## config.mk

```make
export PLATFORM = sky130hd
export DESIGN_NAME = rf_wb
export DESIGN_NICKNAME = d
export VERILOG_FILES = /design/src/rtl/rk16_pkg.sv /design/src/rtl/rf_din_mux.sv /design/src/rtl/rf_wb.sv
export SDC_FILE = /design/constraint.sdc
export NUM_CORES = 1
export LEC_CHECK = 0
export ABC_AREA = 1
export BUFFER_PORTS_ARGS = -buffer_cell sky130_fd_sc_hd__buf_2
export CAP_MARGIN = 20
export CORE_ASPECT_RATIO = 0.75
export CORE_MARGIN = 3
export CORE_UTILIZATION = 54
export CTS_CLUSTER_DIAMETER = 80
export DETAILED_ROUTE_END_ITERATION = 10
export PLACE_DENSITY_LB_ADDON = 0.25
export SYNTH_ARGS = -nofsm -noshare
export SYNTH_HDL_FRONTEND = slang
export SYNTH_SLANG_ARGS = --single-unit
```

## constraint.sdc

```tcl
create_clock -name clk -period 4.17 [get_ports clk]
set_clock_uncertainty 0.2 [all_clocks]
set_input_delay 1.0425 -clock clk [delete_from_list [all_inputs] [get_ports clk]]
set_output_delay 1.0425 -clock clk [all_outputs]
set_load 0.02 [all_outputs]
```

## src/rtl/rk16_pkg.sv

```systemverilog
// Shared RK16 core definitions: stage indices, write-back source codes, SP control.
// Latency: n/a (types and constants only).
// Backpressure: n/a.
package rk16_pkg;

  localparam int XLEN_DEFAULT = 16;

  // Bit positions inside the one-hot stage vector
  localparam int STG_FETCH = 0;
  localparam int STG_RD    = 1;
  localparam int STG_EXE   = 2;
  localparam int STG_WB    = 3;

  // One-hot write-back source selects
  localparam logic [2:0] DIN_ALU  = 3'b001;
  localparam logic [2:0] DIN_MEM  = 3'b010;
  localparam logic [2:0] DIN_LINK = 3'b100;

  typedef enum logic [1:0] {
    SP_NONE = 2'b00,
    SP_PUSH = 2'b01,
    SP_POP  = 2'b10,
    SP_RSVD = 2'b11
  } sp_ctrl_e;

  function automatic logic is_onehot4(input logic [3:0] v);
    return (v != 4'd0) && ((v & (v - 4'd1)) == 4'd0);
  endfunction

endpackage

```

## src/rtl/rf_din_mux.sv

```systemverilog
// Write-back source select: alu result, memory read data or link address (pc+1).
// Latency: purely combinational.
// Backpressure: none; legal=0 flags a din_sel that is not exactly one-hot.
module rf_din_mux
  import rk16_pkg::*;
#(
  parameter int XLEN = XLEN_DEFAULT
) (
  input  logic [2:0]      din_sel,
  input  logic [XLEN-1:0] alu_out,
  input  logic [XLEN-1:0] mem_rdata,
  input  logic [XLEN-1:0] pc,
  output logic [XLEN-1:0] din,
  output logic            legal
);

  always_comb begin
    din   = '0;
    legal = 1'b1;
    case (din_sel)
      DIN_ALU:  din = alu_out;
      DIN_MEM:  din = mem_rdata;
      DIN_LINK: din = pc + XLEN'(1);
      default:  legal = 1'b0;
    endcase
  end

endmodule

```

## src/rtl/rf_wb.sv

```systemverilog
// RK16 register file + write-back + stack pointer; optional debug port/counter under RF_DBG_EN.
// Latency: operands latched in the read stage appear next cycle; writes visible from the next read stage.
// Backpressure: hold freezes every state update; a non-one-hot stage vector updates nothing.
module rf_wb
  import rk16_pkg::*;
#(
  parameter int              NREG     = 16,
  parameter int              XLEN     = XLEN_DEFAULT,
  parameter int              SP_IDX   = 1,
  parameter logic [XLEN-1:0] SP_RESET = 16'hFFFF,
  localparam int             AW       = $clog2(NREG)
) (
  input  logic            clk,
  input  logic            rst_n,
  input  logic [3:0]      stage,
  input  logic            hold,
  input  logic [AW-1:0]   sa1,
  input  logic [AW-1:0]   sa2,
  input  logic [AW-1:0]   da,
  input  logic            we,
  input  logic [2:0]      din_sel,
  input  logic [1:0]      sp_ctrl,
  input  logic [XLEN-1:0] alu_out,
  input  logic [XLEN-1:0] mem_rdata,
  input  logic [XLEN-1:0] pc,
`ifdef RF_DBG_EN
  input  logic [AW-1:0]   dbg_addr,
  output logic [XLEN-1:0] dbg_rdata,
  output logic [15:0]     wb_cnt,
`endif
  output logic [XLEN-1:0] rs1,
  output logic [XLEN-1:0] rs2,
  output logic [XLEN-1:0] sp,
  output logic            wb_err
);

  localparam logic [AW-1:0] SP_ADDR = AW'(SP_IDX);

  logic [XLEN-1:0] regs_q [NREG];
  logic [XLEN-1:0] regs_d [NREG];
  logic [XLEN-1:0] rs1_q, rs1_d;
  logic [XLEN-1:0] rs2_q, rs2_d;
  logic            wb_err_q, wb_err_d;

  logic [XLEN-1:0] din;
  logic            din_legal;
  logic            stg_ok;
  logic            rd_en;
  logic            wb_en;
  logic            wr_commit;
  logic            sp_adj;
  sp_ctrl_e        sp_op;

  rf_din_mux #(.XLEN(XLEN)) u_din_mux (
    .din_sel   (din_sel),
    .alu_out   (alu_out),
    .mem_rdata (mem_rdata),
    .pc        (pc),
    .din       (din),
    .legal     (din_legal)
  );

  assign sp_op  = sp_ctrl_e'(sp_ctrl);
  assign stg_ok = is_onehot4(stage) && !hold;
  assign rd_en  = stg_ok && stage[STG_RD];
  assign wb_en  = stg_ok && stage[STG_WB];

  // r0 is hardwired to zero, so a write aimed at it never commits
  assign wr_commit = wb_en && we && din_legal && (da != '0);

  // An explicit write to the SP register takes priority over push/pop
  assign sp_adj = wb_en && ((sp_op == SP_PUSH) || (sp_op == SP_POP)) &&
                  !(wr_commit && (da == SP_ADDR));

  always_comb begin
    regs_d = regs_q;
    if (sp_adj) begin
      if (sp_op == SP_PUSH) regs_d[SP_IDX] = regs_q[SP_IDX] - XLEN'(1);
      else                  regs_d[SP_IDX] = regs_q[SP_IDX] + XLEN'(1);
    end
    if (wr_commit) regs_d[da] = din;
  end

  always_comb begin
    rs1_d = rs1_q;
    rs2_d = rs2_q;
    if (rd_en) begin
      rs1_d = (sa1 == '0) ? '0 : regs_q[sa1];
      rs2_d = (sa2 == '0) ? '0 : regs_q[sa2];
    end
  end

  always_comb begin
    wb_err_d = wb_err_q;
    if (wb_en && we && !din_legal) wb_err_d = 1'b1;
  end

  always_ff @(posedge clk or negedge rst_n) begin
    if (!rst_n) begin
      for (int i = 0; i < NREG; i++) begin
        regs_q[i] <= (i == SP_IDX) ? SP_RESET : '0;
      end
      rs1_q    <= '0;
      rs2_q    <= '0;
      wb_err_q <= 1'b0;
    end else begin
      regs_q   <= regs_d;
      rs1_q    <= rs1_d;
      rs2_q    <= rs2_d;
      wb_err_q <= wb_err_d;
    end
  end

  assign rs1    = rs1_q;
  assign rs2    = rs2_q;
  assign sp     = regs_q[SP_IDX];
  assign wb_err = wb_err_q;

`ifdef RF_DBG_EN
  logic [15:0] wb_cnt_q, wb_cnt_d;

  always_comb begin
    wb_cnt_d = wb_cnt_q;
    if (wr_commit) wb_cnt_d = wb_cnt_q + 16'd1;
  end

  always_ff @(posedge clk or negedge rst_n) begin
    if (!rst_n) wb_cnt_q <= 16'd0;
    else        wb_cnt_q <= wb_cnt_d;
  end

  assign wb_cnt    = wb_cnt_q;
  assign dbg_rdata = (dbg_addr == '0) ? '0 : regs_q[dbg_addr];
`endif

endmodule

```

Yosys cells after proc, flatten, opt, wreduce, memory -nomap -nowiden --
Index checks and enable logic that the tools add are counted.
Word-level totals: input bits 73, register bits 289, logic and storage cells 75, output and inout port bits 49
Operators by class: equal/unequal tests 6, reduce and logical (&&, ||, !) cells 22, bitwise gates (word level) 4, mux-type cells 16, $lt $le $gt $ge 4, $add $sub $neg 4
Operator list (number):
- $bwmux 256 | 1
- $mux 240 | 1
- $mux 16 | 9
- $bmux 16 s4 | 2
- $demux 16 s4 | 1
- $pmux 16 s3 | 1
- $add 16x1->16 const B | 2
- $sub 16x1->16 const B | 1
- $ge 5x5->1 const B | 3
- $not 4->5 | 3
- $logic_and 1x1->1 | 12
- $logic_not 4->1 | 3
- $reduce_bool 4->1 | 2
- $lt 5x1->1 const B | 1
- $and 4x4->4 | 1
- $eq 4x1->1 const B | 1
- $sub 4x1->4 const B | 1
- $eq 3x1->1 const B | 1
- $eq 3x2->1 const B | 1
- $eq 3x3->1 const B | 1
- $logic_not 1->1 | 3
- $reduce_or 3->1 | 1
- $eq 2x1->1 const B | 1
- $eq 2x2->1 const B | 1
- other kinds (2) | 2

Longest topological paths before layout --
Gate-level depths: netlist of run 1.
depth in word-level cells 15, mapped depth 15, mapped depth without buffers 15

Hierarchy --
Synthesis of run 1 repeated with hierarchy kept, for this count alone.
Second synthesis, totals: cells, all modules 2451, area total of the unflattened synthesis 17538.1 um2
Modules (own cells, without submodules):
- rf_wb | instances 1, cells each 2279, area each 16729.8 um2, sequential area each 7252.0 um2
- rf_din_mux | instances 1, cells each 172, area each 808.3 um2, sequential area each 0.0 um2

Worst setup path after synthesis of run 1 --
OpenSTA, ideal clock, no wires.
path kind input to register, from input sp_ctrl[1], to register regs_q, in the netlist sp[12], required time 3897 ps, slack 1143 ps, arrival 2754 ps, library setup time 73 ps, cell stages on the path 11, buffers on the path 0, cells stage by stage inv_1 > ha_1 > inv_1 > fa_1 > o21ai_0 > nand3_1 > nand3_1 > nand2_1 > nand2_1 > nand2_1 > a21oi_1
RTL lines:
- from (decl) | line rf_wb.sv:22 | input logic [1:0] sp_ctrl,
- to (signal, indexed assignment) | line rf_wb.sv:101 | regs_q[i] <= (i == SP_IDX) ? SP_RESET : '0;
- to (signal assigned) | line rf_wb.sv:107 | regs_q <= regs_d;
- to (decl) | line rf_wb.sv:39 | logic [XLEN-1:0] regs_q [NREG];

==> results of run 1 <==
kinds of logic after synthesis:
kind of cell / share of synthesized area (%)
AO/OA/AOI/OAI: 21.7
XOR/XNOR: 0.355
adder cells (fa/ha/maj): 1.27
buffers and inverters: 10.3
flip-flops: 42.0
AND/OR/NAND/NOR: 24.3
layer usage:
layer,track usage (%),up-vias,part of all wire [%]
li1,-,8078,-
met3,9.55,92,12
met1,48.8,8232,43
met4,8.40,2,2.3
met2,48.1,919,43
met5,0,-,0.019
layout by cell type, fill, tap and decap left out, types with 4 or more instances in the layout:
cell	n
buf_4	37
a21oi_1	177
nand3_1	173
a22o_1	6
clkinv_1	5
clkbuf_1	5
nor2_1	106
clkbuf_8	10
ha_1	16
o21ai_1	69
buf_2	116
buf_12	7
o21ai_0	371
dfstp_2	16
nand4_1	8
nor2_2	7
clkbuf_16	29
inv_2	5
xor2_1	6
nor3_2	4
o21ai_2	6
o211ai_1	66
nand2_2	6
dfrtp_1	273
nand2_4	7
inv_1	243
nand2_1	684
clkinv_2	4
worst min-delay path by stage:
stage                                        from                       to  slack [ns]
final                     regs_q[255]$_DFFE_PN0P_  regs_q[255]$_DFFE_PN0P_        0.20
after global routing      regs_q[254]$_DFFE_PN0P_  regs_q[254]$_DFFE_PN0P_        0.20
after CTS                 regs_q[255]$_DFFE_PN0P_  regs_q[255]$_DFFE_PN0P_        0.20
after detailed placement  regs_q[255]$_DFFE_PN0P_  regs_q[255]$_DFFE_PN0P_        0.18
after global placement    regs_q[245]$_DFFE_PN0P_  regs_q[245]$_DFFE_PN0P_        0.18
after floorplan           regs_q[255]$_DFFE_PN0P_  regs_q[255]$_DFFE_PN0P_        0.24
stage by stage:
step	instances	hold slack [ns]	instance area (um2)	total power, mW	worst slack, ns
2_1_floorplan	2457	0.240	17300	3.88	1.14
3_3_place_gp	2851	0.176	18000	4.34	0.669
3_5_place_dp	2851	0.181	18000	4.36	0.619
4_1_cts	2902	0.196	19000	7.02	1.18
5_1_grt	2902	0.204	19000	7.30	0.961
6_report	2902	0.196	19000	7.02	1.15
cell type report:
type | instances | area (um2)
fill | 2958 | 12400
multi-input combinational | 1738 | 8240
sequential | 289 | 7250
timing repair buffer | 163 | 1040
inverter | 255 | 967
clock buffer | 44 | 882
tap | 406 | 508
clock inverter | 7 | 87.6
critical path, stage by stage:
cell	delay (ns)
buf_2	0.10
inv_1	0.04
ha_1	0.57
inv_1	0.12
fa_1	0.42
o21ai_0	0.43
nand3_1	0.18
nand3_1	0.11
nand2_1	0.05
nand2_1	0.05
nand2_1	0.05
a21oi_1	0.15
power breakdown:
group	internal [mW]	leakage (nW)	switching, mW
registers	2.94	3.61	0.0952
logic	0.386	5.22	0.918
clock network	1.57	0.479	1.11
sequential cells by signal, summed over array words and instances, names as in the netlist:
name    flops
regs_q    240
rs1        16
rs2        16
sp         16
wb_err      1
==> run_results.csv, run 1 <==
group,metric,value,unit
outcome,status,"finished clean",
power_and_ir_drop,peakVddDrop,292,uV
logic_synthesis,synthDistinctLibCells,43,
clocking,cts_buffers,29,
cells_and_area,area_growth,9.83,%
sta,rsz0062_at_grt,"no",
power_and_ir_drop,leakagePower,9.31,nW
critical_path,regToRegStartpoint,"sp[0]$_DFF_PN1_",
floorplan,dieArea,34200,um2
floorplan,initial_core_util,55.0,%
logic_synthesis,ys.flop_type,"dfrtp_1",
logic_synthesis,ys_ff_latch,289,
logic_synthesis,syn_nets,2547,
hold_path,min_path_cells,0,
clocking,clk_pin_slew,0.07,ns
placed_design,gp_congestion,0.950,
floorplan,num_io_pins,122,
grt,antenna_found_initial,2,
cells_and_area,drive_gt1_share,10.9,%
floorplan,die_height,161,um
route,drt-pass1-iter-count,6,
floorplan,row_count,56,
logic_synthesis,yosysSeqAreaShare,42.0,%
clocking,clkLatencyLatePin,0.56,ns
grt,grt_max_degree,110,
power_and_ir_drop,powerDensity,370,nW/um2
floorplan,fp.coreArea,31400,um2
placed_design,port_buffers,121,
grt,grt_pass1_wl,88.8,mm
critical_path,start_kind,"input pin",
logic_synthesis,synthCells,2457,
grt,grt_pass1_vias,16000,
critical_path,r2r_setup_slack,1.74,ns
clocking,htree_levels,1,
critical_path,worstSetupPathType,"input pin to register",
clocking,tritoncts,"done",
critical_path,r2r_end,"sp[12]$_DFF_PN1_",
sta,hold_violations,0,
grt,track_usage,33.1,%
cells_and_area,nNetsFinal,2566,
clocking,cts.sinks,289,
logic_synthesis,avgSynthCellArea,7.03,um2
sta,relSlewSlack,44.7,%
critical_path,worstPathArrival,3.31,ns
clocking,cts_resized,0,
sta,final-setup-viol-count,0,
logic_synthesis,async_reset_ff_share,100,%
logic_synthesis,synth-warning-count,0,
placed_design,dp_hpwl,39.5,mm
logic_synthesis,yosysTopAreaCell,"dfrtp_1",
clocking,postCtsHoldBufs,0,
route,remaining_drc_errors,0,
logic_synthesis,synth_common_cells,"nand2_1 (684), o21ai_0 (371), dfrtp_1 (273)",
sta,fmax,331,MHz
hold_path,hold_class,"register to register",
logic_synthesis,netlist_area,17300,um2
critical_path,endpoint_kind,"register",
logic_synthesis,synth_top_area_share,39.5,%
critical_path,required,4.46,ns
grt,grt-ovfl-total,0,
critical_path,crit_end,"sp[12]$_DFF_PN1_",
route,routed_via_density,5.97,
clocking,clk_root_buffer_cell,"clkbuf_16",
critical_path,cp_max_fo,16,
route,ant_nets,0,
sta,final_max_slew_viol_count,0,
run,maxCapViolations,0,
route,totalWireLength,57.3,mm
logic_synthesis,synthMostInstantiatedCell,"nand2_1",
cells_and_area,fin_util,60.4,%
sta,worst_pin_slew,0.829,ns
route,vias,17300,
clocking,post_cts_buffers,0,
sta,tns,0,ns
cells_and_area,n_antenna_cell,0,
floorplan,die_w,213,um
logic_synthesis,synth_edf_count,0,
critical_path,cp-startpoint,"sp_ctrl[1]",
critical_path,r2r_cells,9,
clocking,clockBufferDepth,3,
route,drtIter0Drc,2124,
sta,finalCritPeriodShare,72.4,%
logic_synthesis,synth_area_leaders,"dfrtp_1 (40%), nand2_1 (15%), o21ai_0 (11%)",
route,routedWlPerCell,19.7,um
sta,fin_crit,3.02,ns
No activity file was read; power rests on OpenSTA's default activity.
==> run 2, diff against run 1 <==
--- a/config.mk
+++ b/config.mk
@@ -5,7 +5,7 @@
 export SDC_FILE = /design/constraint.sdc
 export NUM_CORES = 1
 export LEC_CHECK = 0
-export ABC_AREA = 1
+export ABC_AREA = 0
 export BUFFER_PORTS_ARGS = -buffer_cell sky130_fd_sc_hd__buf_2
 export CAP_MARGIN = 20
 export CORE_ASPECT_RATIO = 0.75
==> constraint.sdc (replaced) <==
create_clock -name clk -period 2.85 [get_ports clk]
set_clock_uncertainty 0.2 [all_clocks]
set_input_delay 0.7125 -clock clk [delete_from_list [all_inputs] [get_ports clk]]
set_output_delay 0.7125 -clock clk [all_outputs]
set_load 0.02 [all_outputs]
==> run_results.csv, run 2 <==
group,metric,value,unit
sta,final-setup-viol-count,0,
clocking,clockBufferDepth,3,
route,routed_via_density,6.24,
hold_path,hold_class,"register to register",
clocking,tritoncts,"done",
logic_synthesis,synth_edf_count,0,
logic_synthesis,synth_area_leaders,"dfrtp_1 (43%), mux4_2 (23%), o21ai_0 (6.8%)",
grt,track_usage,29.7,%
route,drtIter0Drc,1207,
route,remaining_drc_errors,0,
critical_path,endpoint_kind,"register",
route,routedWlPerCell,23.5,um
clocking,clk_pin_slew,0.06,ns
logic_synthesis,ys_ff_latch,289,
clocking,clkLatencyLatePin,0.56,ns
sta,worst_pin_slew,0.875,ns
sta,finalCritPeriodShare,94.1,%
logic_synthesis,avgSynthCellArea,11.1,um2
critical_path,worstPathArrival,2.95,ns
route,totalWireLength,45.4,mm
logic_synthesis,yosysTopAreaCell,"dfrtp_1",
cells_and_area,nNetsFinal,1615,
power_and_ir_drop,p_seq_share,43.1,%
cells_and_area,final.fill_count,2219,
logic_synthesis,synthMostInstantiatedCell,"dfrtp_1",
clocking,htree_levels,1,
critical_path,worstSetupPathType,"register to register",
placed_design,place_area,17400,um2
cells_and_area,drive_gt1_share,31.9,%
sta,hold_violations,0,
run,maxCapViolations,0,
power_and_ir_drop,internal_power,7.57,mW
power_and_ir_drop,p_sw,2.81,mW
floorplan,num_io_pins,122,
logic_synthesis,syn_nets,1503,
hold_path,min_to,"regs_q[240]$_DFFE_PN0P_",
sta,final_max_slew_viol_count,0,
power_and_ir_drop,leakagePower,8.05,nW
sta,holdWs,0.197,ns
cells_and_area,layout_commonest_cell,"dfrtp_1",
grt,grt_max_degree,65,
floorplan,die_height,154,um
clocking,cts.sinks,289,
cells_and_area,fin_util,65.3,%
logic_synthesis,synthCells,1413,
floorplan,fp.coreArea,28400,um2
cells_and_area,stdcell_area,18500,um2
logic_synthesis,synth_common_cells,"dfrtp_1 (273), nand2_1 (246), o21ai_0 (213)",
logic_synthesis,ys.flop_type,"dfrtp_1",
logic_synthesis,synthDistinctLibCells,56,
power_and_ir_drop,power_frac_clock,40.7,%
sta,relSlewSlack,41.7,%
logic_synthesis,synth_top_area_share,43.4,%
clocking,post_cts_buffers,0,
route,vias,12100,
clocking,clk_root_buffer_cell,"clkbuf_16",
critical_path,r2r_end,"sp[11]$_DFF_PN1_",
clocking,cts_buffers,29,
placed_design,dp_hpwl,30.2,mm
floorplan,initial_core_util,55.5,%
cells_and_area,area_growth,17.6,%
critical_path,r2r_setup_slack,0.17,ns
grt,grt-ovfl-total,0,
hold_path,hp-start,"regs_q[240]$_DFFE_PN0P_",
critical_path,regToRegStartpoint,"sp[7]$_DFF_PN1_",
cells_and_area,layout_common_cells,"dfrtp_1 (273), nand2_1 (246), o21ai_0 (211)",
floorplan,row_count,53,
critical_path,cp_max_fo,5,
grt,grt_pass1_vias,12200,
critical_path,start_kind,"register",
logic_synthesis,yosysSeqAreaShare,46.0,%
cells_and_area,regMostFlops,"regs_q",
critical_path,crit_slowest_cell,"dfstp_2",
power_and_ir_drop,swShare,27.1,%
logic_synthesis,synth-warning-count,0,
sta,fin_crit,2.68,ns
hold_path,min_path_cells,0,
route,drt-pass1-iter-count,6,
grt,grt_pass1_wl,71.2,mm
critical_path,required,3.12,ns
sta,tns,0,ns
power_and_ir_drop,peakVddDrop,469,uV
critical_path,r2r_cells,10,
floorplan,dieArea,31300,um2
cells_and_area,largest_reg_flops,240,
outcome,status,"finished clean",
route,ant_nets,0,
logic_synthesis,async_reset_ff_share,100,%
placed_design,gp_congestion,0.874,
grt,antenna_found_initial,0,
placed_design,port_buffers,121,
power_and_ir_drop,powerDensity,560,nW/um2
floorplan,die_w,203,um
sta,fmax,373,MHz
critical_path,crit_chain,"ha_4 -> a21o_1 -> a31o_1 -> a31o_2 -> a221oi_4 -> buf_4 -> xor2_1 -> nor2_1 -> a211oi_1 -> a21oi_1",
cells_and_area,n_antenna_cell,0,
power_and_ir_drop,p_comb_share,16.2,%
logic_synthesis,netlist_area,15800,um2
critical_path,max_stage_delay,0.64,ns
power_and_ir_drop,p_total,10.4,mW
sta,rsz0062_at_grt,"yes",
[run 2: cell count changes after synthesis, moves of 11 or more]
cell      delta
xnor2_1     +15
inv_1      -205
nor2_1      -39
nand3_1    -159
o21ai_0    -158
a22oi_1     +14
buf_1       -13
o21ai_1     -57
o211ai_1    -65
a21oi_1    -113
a211oi_1    +11
nand2_1    -438
mux4_2     +160
buf_2       -13
[run 2: timing repair]
action,in CTS,in global routing
hold endpoints to repair,48,0
setup endpoints to repair,0,4
resized for setup,0,2
hold buffers,1,0
[run 2: worst max path at each step]
stage / startpoint / endpoint / slack [ns] / cells past startpoint
finish: sp[7]$_DFF_PN1_ / sp[11]$_DFF_PN1_ / 0.17 / 10
global route: sp_ctrl[1] / sp[12]$_DFF_PN1_ / -0.003 / 12
CTS: sp_ctrl[1] / sp[12]$_DFF_PN1_ / 0.12 / 12
detailed placement: sp_ctrl[1] / sp[12]$_DFF_PN1_ / -0.45 / 12
global placement: sp_ctrl[1] / sp[12]$_DFF_PN1_ / -0.37 / 12
floorplan: sp_ctrl[1] / sp[15]$_DFF_PN1_ / -0.10 / 12
[run 2: layout make-up]
| class | instances | area [um2] | share of cell area, % |
|---|---|---|---|
| repair buffers | 228 | 1830 | 9.86 |
| well taps | 385 | 482 | 2.60 |
| flip-flops and latches | 289 | 7250 | 39.1 |
| clock inverters | 13 | 211 | 1.14 |
| inverters | 38 | 155 | 0.837 |
| clock buffers | 41 | 861 | 4.65 |
| multi-input cells | 939 | 7740 | 41.8 |
[run 2: cell families after synthesis]
| logic type | synth area share (%) |
|---|---|
| muxes | 23.1 |
| buffers and inverters | 5.27 |
| DFF | 46.0 |
| AOI/OAI and AO/OA | 12.5 |
| adders and majority gates | 1.40 |
| and+or+nand+nor | 10.5 |
| xor gates and xnor gates | 1.28 |
[run 2: layer usage]
layer,vias to the layer above,global-route usage [%],wire [um]
met2,579,45.1,20700
met1,6071,43.5,19000
met4,0,5.76,810
met3,70,8.85,4900
met5,-,0.311,0
li1,5334,-,-
[run 2: critical path: cells and delay by family, from the launching register on]
family,cells,cell delay [ns]
AND/OR/NAND/NOR,1,0.05
XOR/XNOR,1,0.15
adder cells (fa/ha/maj),1,0.23
flip-flops,1,0.64
buffers and inverters,1,0.17
AO/OA/AOI/OAI,6,1.16
[run 2: power by group through the flow]
stage	Combinational (mW)	Clock [mW]	Sequential [mW]
floorplan	1.07	0	4.46
global placement	1.63	0	4.54
detailed placement	1.66	0	4.54
CTS	1.68	4.27	4.47
global route	1.83	4.46	4.48
finish	1.68	4.23	4.47
[run 2: stage by stage]
step	cells	setup WS, ns
final	1933	0.169
after global routing	1933	-0.00337
after CTS	1933	0.124
after detailed placement	1878	-0.451
after global placement	1878	-0.365
after floorplan	1413	-0.101
